## config.mk

```make
export PLATFORM = sky130hd
export DESIGN_NAME = alu_share_arbiter
export DESIGN_NICKNAME = d
export VERILOG_FILES = /design/src/rtl/alu_share_arbiter.sv
export SDC_FILE = /design/constraint.sdc
export NUM_CORES = 1
export LEC_CHECK = 0
export ABC_AREA = 1
export CORE_AREA = 2 2 127 129
export CTS_CLUSTER_SIZE = 40
export DETAILED_ROUTE_END_ITERATION = 12
export DIE_AREA = 0 0 129 131
export PLACE_DENSITY = 0.84
export SYNTH_ARGS = -nofsm -noshare
export SYNTH_HDL_FRONTEND = slang
export SYNTH_SLANG_ARGS = --single-unit
```

## constraint.sdc

```tcl
create_clock -name clk -period 2.64 [get_ports clk]
set_input_delay 0.396 -clock clk [delete_from_list [all_inputs] [get_ports clk]]
set_output_delay 0.396 -clock clk [all_outputs]
set_load 0.05 [all_outputs]
```

## src/rtl/alu_share_arbiter.sv

```systemverilog
// rtl/alu_share_arbiter.sv - round-robin sharing of one integer ALU between two requesters
module alu_share_arbiter #(
    parameter int XLEN  = 32,
    parameter int TAG_W = 5,
    parameter int CNT_W = 16
) (
    input  logic             clk,
    input  logic             reset,
    input  logic             p0_req_valid,
    output logic             p0_req_ready,
    input  logic [3:0]       p0_req_op,
    input  logic [XLEN-1:0]  p0_req_a,
    input  logic [XLEN-1:0]  p0_req_b,
    input  logic [TAG_W-1:0] p0_req_tag,
    output logic             p0_rsp_valid,
    input  logic             p0_rsp_ready,
    input  logic             p1_req_valid,
    output logic             p1_req_ready,
    input  logic [3:0]       p1_req_op,
    input  logic [XLEN-1:0]  p1_req_a,
    input  logic [XLEN-1:0]  p1_req_b,
    input  logic [TAG_W-1:0] p1_req_tag,
    output logic             p1_rsp_valid,
    input  logic             p1_rsp_ready,
    output logic [XLEN-1:0]  rsp_result,
    output logic             rsp_zero,
    output logic             rsp_err,
    output logic [TAG_W-1:0] rsp_tag,
    output logic [3:0]       alu_control,
    output logic [XLEN-1:0]  alu_a,
    output logic [XLEN-1:0]  alu_b,
    input  logic [XLEN-1:0]  alu_result,
    output logic [CNT_W-1:0] p0_issue_cnt,
    output logic [CNT_W-1:0] p1_issue_cnt
);

    typedef enum logic {EMPTY = 1'b0, FULL = 1'b1} state_t;

    localparam logic [CNT_W-1:0] CNT_ONE = 1;
    localparam logic [CNT_W-1:0] CNT_MAX = '1;

    state_t             state, state_next;
    logic               owner;
    logic               last_grant;
    logic               consume;
    logic               slot_free;
    logic               gnt0, gnt1;
    logic               accept;
    logic               gport;
    logic               illegal;
    logic [3:0]         g_op;
    logic [XLEN-1:0]    g_a, g_b;
    logic [TAG_W-1:0]   g_tag;

    // The held response frees the slot in the same cycle it is consumed, so issue can be back-to-back.
    always_comb begin
        consume      = (state == FULL) && (owner ? p1_rsp_ready : p0_rsp_ready);
        slot_free    = (state == EMPTY) || consume;
        gnt0         = p0_req_valid && (!p1_req_valid || last_grant);
        gnt1         = p1_req_valid && (!p0_req_valid || !last_grant);
        p0_req_ready = gnt0 && slot_free && !reset;
        p1_req_ready = gnt1 && slot_free && !reset;
        accept       = p0_req_ready || p1_req_ready;
        gport        = p1_req_ready;
        g_op         = gport ? p1_req_op  : p0_req_op;
        g_a          = gport ? p1_req_a   : p0_req_a;
        g_b          = gport ? p1_req_b   : p0_req_b;
        g_tag        = gport ? p1_req_tag : p0_req_tag;
        illegal      = (g_op > 4'd9);
    end

    always_comb begin
        alu_control = 4'd0;
        alu_a       = '0;
        alu_b       = '0;
        if (accept) begin
            alu_control = illegal ? 4'd0 : g_op;
            alu_a       = g_a;
            alu_b       = g_b;
        end
    end

    always_comb begin
        state_next = state;
        if (accept) begin
            state_next = FULL;
        end else if (consume) begin
            state_next = EMPTY;
        end
    end

    always_ff @(posedge clk or posedge reset) begin
        if (reset) begin
            state <= EMPTY;
        end else begin
            state <= state_next;
        end
    end

    assign p0_rsp_valid = (state == FULL) && !owner;
    assign p1_rsp_valid = (state == FULL) && owner;

    // Response registers keep their last values after consumption until the next accept.
    always_ff @(posedge clk or posedge reset) begin
        if (reset) begin
            owner      <= 1'b0;
            last_grant <= 1'b1;
            rsp_result <= '0;
            rsp_zero   <= 1'b0;
            rsp_err    <= 1'b0;
            rsp_tag    <= '0;
        end else if (accept) begin
            owner      <= gport;
            last_grant <= gport;
            rsp_result <= illegal ? '0 : alu_result;
            rsp_zero   <= illegal ? 1'b1 : (alu_result == '0);
            rsp_err    <= illegal;
            rsp_tag    <= g_tag;
        end
    end

    always_ff @(posedge clk or posedge reset) begin
        if (reset) begin
            p0_issue_cnt <= '0;
            p1_issue_cnt <= '0;
        end else begin
            if (p0_req_ready && (p0_issue_cnt != CNT_MAX)) begin
                p0_issue_cnt <= p0_issue_cnt + CNT_ONE;
            end
            if (p1_req_ready && (p1_issue_cnt != CNT_MAX)) begin
                p1_issue_cnt <= p1_issue_cnt + CNT_ONE;
            end
        end
    end

endmodule
```

==> impl_metrics.yaml <==
final_layout:
  area_delta_synth_final_pct: 103
  fin_nets: 1203
  diodes: 0
  fin_cells: 1238
  multi_input_area_sq_um: 2870
  fill_cells: 1281
  drive_gt1_frac: 0.190
  seq_area_sq_um: 1850
floorplan:
  io_pins: 327
  core_area_sq_um: 15600
  dieArea_sq_um: 16900
  num_rows: 46
  die_y_um: 131
  start_util: 0.304
  fp.dieW_um: 129
worst_setup_path:
  max_stage_delay_ns: 0.53
  cp_common_cell: "nand2_1"
  worstPathArrival_ns: 2.15
  path_cells: "clkdlybuf4s50_1 > inv_6 > nand2_1 > nor2_4 > nand2_4 > buf_8 > nand2_1 > nand2_2 > nand2_1 > nand2_2 > nand2_1 > nor2_2 > buf_12"
  cp_max_fo: 11
  cp_num_buf_inv: 4
  worstSetupPathType: "primary input to output pin"
  slowest_stage: "clkdlybuf4s50_1"
  critPathLaunchType: "primary input"
  crit_required_ns: 2.24
  path_delay_family: "buffers and inverters"
  endpoint_kind: "output pin"
synth:
  yosys-top-cells-count: "nand2_1, dfrtp_1, a21oi_1"
  yosys.area_share.simple: 0.373
  synth_area_leaders: "dfrtp_1, nand2_1, a21oi_1"
  synth_compound_area_frac: 0.0993
  synth_most_common_cell: "nand2_1"
  synth_cell_type_count: 29
  syn_area_sq_um: 4740
  yosys_warnings: 0
  async_flop_share: 1.00
  synth_top_area_frac: 0.385
  avgSynthCellArea_sq_um: 6.80
  synth_top_family_by_area: "simple AND/OR/NAND/NOR gates"
  ys_seq_area_frac: 0.391
  synth_edf_count: 0
  synth_cells: 697
  synthXorXnorAreaFrac: 0.0536
  muxShareOfSynthArea: 0.00211
  ys_seq_elements: 74
  syn_nets: 883
  synthAdderAreaFrac: 0.00528
  synth_top_flop_cell: "dfrtp_1"
  yosysTopAreaCell: "dfrtp_1"
clock_tree:
  htreeDepth: 3
  post_cts_resized: 0
  root_buffer: "clkbuf_16"
  post_cts_buffers: 0
  clk_pin_slew_ns: 0.07
  cts_buffers: 9
  cts.sinks: 74
  cts_tree: "built"
  holdBufCountCts: 0
  clock_path_buffers: 2
  clk_latency_ns: 0.34
placement:
  post-place-ws_ns: 0.0510
  dpl.cell_count: 1222
  hpwl_mm: 15.3
  io_buffer_count: 326
  gp_congestion: 0.870
power_and_ir_drop:
  intPower_w: 0.00447
  p_leak_nw: 4.10
  seqPwrFrac: 0.207
  switching_power_w: 0.00447
  clockPowerShare: 0.142
  total_power_w: 0.00894
  p_per_area_nw_per_um2: 929
  power.share.switching: 0.500
  peakVddDrop_mv: 0.789
  combPwrFrac: 0.652
timing:
  max_freq_mhz: 393
  min_period_ns: 2.55
  min_period_over_period: 0.965
  finalMaxSlewViolations: 0
  setup_slack_ns: 0.0926
  finalClockSkew_ns: 0.0113
  hold-worst-slack_ns: 0.472
  finalSetupViolCount: 0
  slew_headroom: 0.487
  worst_pin_slew_ns: 0.769
  finalHoldViolCount: 0
  rsz0062_at_grt: "true"
hold_path:
  worstHoldPathType: "primary input to async pin"
global_route:
  antenna_found_initial: 2
  grtUsageTotal: 0.220
  grt_max_degree: 65
  grt_overflow: 0
  grt_pass1_wl_mm: 29.1
  grt_pass1_vias: 5694
detailed_routing:
  ant_nets: 0
  drt-total-wl_mm: 19.2
  wl_per_cell_um: 15.5
  drc_errors: 0
  via_count: 5775
  drt_iter0_drc: 275
  dr.pass1.iters: 5
  vias_per_cell: 4.66
flow_run:
  drv_cap: 0
outcome:
  outcome: "finished clean"
==> power by group through the flow <==
stage	clock (W)	combinational, W	sequential, W
after CTS	0.00129	0.00585	0.00185
after global placement	0	0.00578	0.00184
after floorplan	0	0.00210	0.00317
after global routing	0.00135	0.00613	0.00191
after detailed placement	0	0.00584	0.00185
final	0.00127	0.00583	0.00185
==> final cells by class <==
| type | instances | area share |
|---|---|---|
| clock inverter | 7 | 0.00819 |
| tap | 216 | 0.0281 |
| multi-input combinational | 551 | 0.298 |
| inverter | 35 | 0.0144 |
| sequential | 74 | 0.193 |
| timing repair buffer | 346 | 0.435 |
| clock buffer | 9 | 0.0234 |
==> registers in the layout, indices dropped and copies added (netlist names) <==
name and flops:
last_grant 1, owner 1, p0_issue_cnt 16, p1_issue_cnt 16
rsp_err 1, rsp_result 32, rsp_tag 5, rsp_zero 1
state 1
==> cell families after synthesis <==
| group | after synthesis |
|---|---|
| AO/OA/AOI/OAI | 91 |
| buffers and inverters | 72 |
| multiplexers | 1 |
| flip-flops | 74 |
| AND/OR/NAND/NOR | 428 |
| adder cells (fa/ha/maj) | 2 |
| XOR/XNOR | 29 |
==> worst reg2reg max path: cells and delay by family, from the launching register on <==
family          cells  cell delay, ns
flops               1            0.41
compound gates      1            0.16
simple gates        4            0.48
buf+inv             4            0.78
==> per-stage QoR <==
stage	utilization	instance area [sq um]	setup TNS, ns
2_1_floorplan	-	5070	-0.0707
4_1_cts	0.615	9600	0
3_5_place_dp	0.596	9300	0
3_3_place_gp	0.596	9300	0
5_1_grt	0.617	9630	-0.0396
6_report	0.617	9630	0
==> layer usage <==
layer | track usage | wire [um] | up-vias
met5 | 0 | 15 | -
met4 | 0.0563 | 303 | 2
met3 | 0.0790 | 1540 | 30
met2 | 0.381 | 9880 | 217
met1 | 0.262 | 7510 | 2674
li1 | - | - | 2852
==> layout by cell type (no fill, tap or decap), types with 3 or more instances in the layout <==
cell type / n
buf_4: 13
a21oi_1: 5
nor2_2: 4
clkinvlp_4: 3
clkbuf_16: 9
dfrtp_1: 73
nand3_1: 47
nor2_1: 41
xor2_1: 21
xnor2_1: 8
a21oi_2: 55
inv_1: 30
clkdlybuf4s50_1: 256
buf_12: 75
nand2_1: 308
nor3_1: 10
nand4_1: 5
o21ai_1: 4
a21oi_4: 10
o21ai_0: 16
inv_2: 3
==> path summary, 6_finish.rpt <==
kind,from,endpoint,slack [ns],depth (start not counted)
setup reg to reg,owner,rsp_err,0.68,9
min in group clk,rsp_result[0],rsp_result[0],0.48,2
max in group asynchronous,reset,rsp_result[3],1.43,3
hold / removal,reset,rsp_result[20],0.47,3
hold reg to reg,rsp_result[0],rsp_result[0],0.48,2
setup / recovery,reset,alu_control[0],0.09,13
(Power assumes the default switching activity.)
==> patch: new RTL, same settings <==
Set the parameter `TAG_W` to 7 (it was 5).
--- a/src/rtl/alu_share_arbiter.sv
+++ b/src/rtl/alu_share_arbiter.sv
@@ -2,5 +2,5 @@
 module alu_share_arbiter #(
     parameter int XLEN  = 32,
-    parameter int TAG_W = 5,
+    parameter int TAG_W = 7,
     parameter int CNT_W = 16
 ) (
Interface: changed (resized p0_req_tag, p1_req_tag and rsp_tag); port bits go from 327 to 333. No check against the original RTL was run, so the function may have changed too.
==> patch against the unedited design <==
Critical path type unchanged; non-clock buffer count up 7; area after synthesis rose by 3.1%; combinational power is 7.9% higher; clock skew shrank 0.00069 ns; routed wire length up 1.0%; total power increased by 7.0%; fmax down 0.18%; count of clock-buffer cells in the layout is the same; sequential cell count grew 2; hold slack better by 0.012 ns; final area rose by 2.1%; worst setup slack worse by 0.0045 ns.
==> patch: results (changes against the unedited design) <==
| Metric | Value |
|---|---|
| Outcome | `completed (unchanged)` |
| Routability congestion estimate | `0.833 (was 0.870)` |
| Cell Count, Final, Fillers Out | `1,250 (was 1,238)` |
| Avg Cell Area, Syn | `6.98 µm² (was 6.80 µm²)` |
| Drt first pass iters | `4 (was 5)` |
| Worst Max-Slew Pin Slew | `0.576 ns (was 0.769 ns)` |
| Vias in the first global route | `5,748 (was 5,694)` |
| CTS H-Tree Depth | `3 (unchanged)` |
| Dpl cell area | `9520 µm² (was 9300 µm²)` |
| Vias per cell | `4.72 (was 4.66)` |
| Core Util, Final | `0.630 (was 0.617)` |
| Gr usage total | `0.219 (was 0.220)` |
| Post-synth top cells | `nand2_1, dfrtp_1, a21oi_1 (unchanged)` |
| Worst Hold Class | `reg2reg (was in2async)` |
| Setup WS pre-CTS | `0.0892 ns (was 0.0510 ns)` |
| First-pass GRT wire length | `28,700 µm (was 29,100 µm)` |
| Netlist cell types | `38 (was 29)` |
| Largest cells by area after synthesis | `dfrtp_1, nand2_1, a21oi_1 (unchanged)` |
| Worst Path Max Fanout | `5 (was 11)` |
| PortBufs | `332 (was 326)` |
| Clock skew | `0.0106 ns (was 0.0113 ns)` |
| Placed insts | `1,233 (was 1,222)` |
| Filler Cell Count | `1,271 (was 1,281)` |
| Initial DRC Count | `357 (was 275)` |
| Max IR drop VDD | `0.420 mV (was 0.789 mV)` |
| DP HPWL | `15,600 µm (was 15,300 µm)` |
| Share of cells above drive strength 1 | `0.197 (was 0.190)` |
| Largest net degree at the start of global routing | `53 (was 65)` |
| Syn_nets | `890 (was 883)` |
| WL/cell | `15.6 µm (was 15.5 µm)` |
| Register area share after synthesis | `0.390 (was 0.391)` |
==> patch: layout make-up <==
type,count,share of cell area
Timing Repair Buffer,353,0.436
Multi-Input combinational cell,552,0.297
Sequential cell,76,0.194
Tap cell,216,0.0275
Clock buffer,9,0.0229
Inverter,36,0.0148
Clock inverter,7,0.00840
Antenna cell,1,0.000255
==> patch: where the power goes <==
group          switching (mW)  internal [mW]  total (mW)  leakage [nW]
Clock                   0.545          0.748        1.29         0.145
Combinational            3.94           2.35        6.29          3.02
Sequential              0.357           1.63        1.98         0.986
==> patch: cells by family (layout without fill, tap and decap cells) <==
kind of cell	Yosys count	after routing	synth area share
compound gates	101	101	0.117
xor+xnor	30	30	0.0538
fa+ha+maj	2	2	0.00512
buf+inv	72	405	0.0730
flops	76	76	0.390
mux	1	1	0.00205
other cells	0	1	0
simple gates	418	418	0.360
==> patch: worst max-delay path: stages <==
cell,delay [ns]
clkdlybuf4s50_1,0.53
inv_6,0.05
nand2_1,0.10
nor2_4,0.06
nand2_4,0.10
buf_4,0.15
nand2_1,0.05
nand2_1,0.09
nand2_1,0.10
nand2_4,0.06
nand2_1,0.08
nor2_1,0.19
buf_12,0.17
==> patch: path summary, 6_finish.rpt <==
path                                     to  slack (ns)  cells past startpoint
max                          alu_control[0]        0.09                     13
max reg2reg                        rsp_zero        0.69                     12
min reg2reg                   rsp_result[0]        0.48                      2
min                           rsp_result[0]        0.48                      2
min in group asynchronous  p1_issue_cnt[13]        0.58                      3
max in group asynchronous             owner        1.62                      3
==> patch: per-layer routing <==
layer	GRT usage	up-vias	share of wire
met5	0	-	0
met4	0.0646	0	0.022
met3	0.0594	28	0.079
met2	0.410	258	0.53
met1	0.242	2736	0.37
li1	-	2884	-
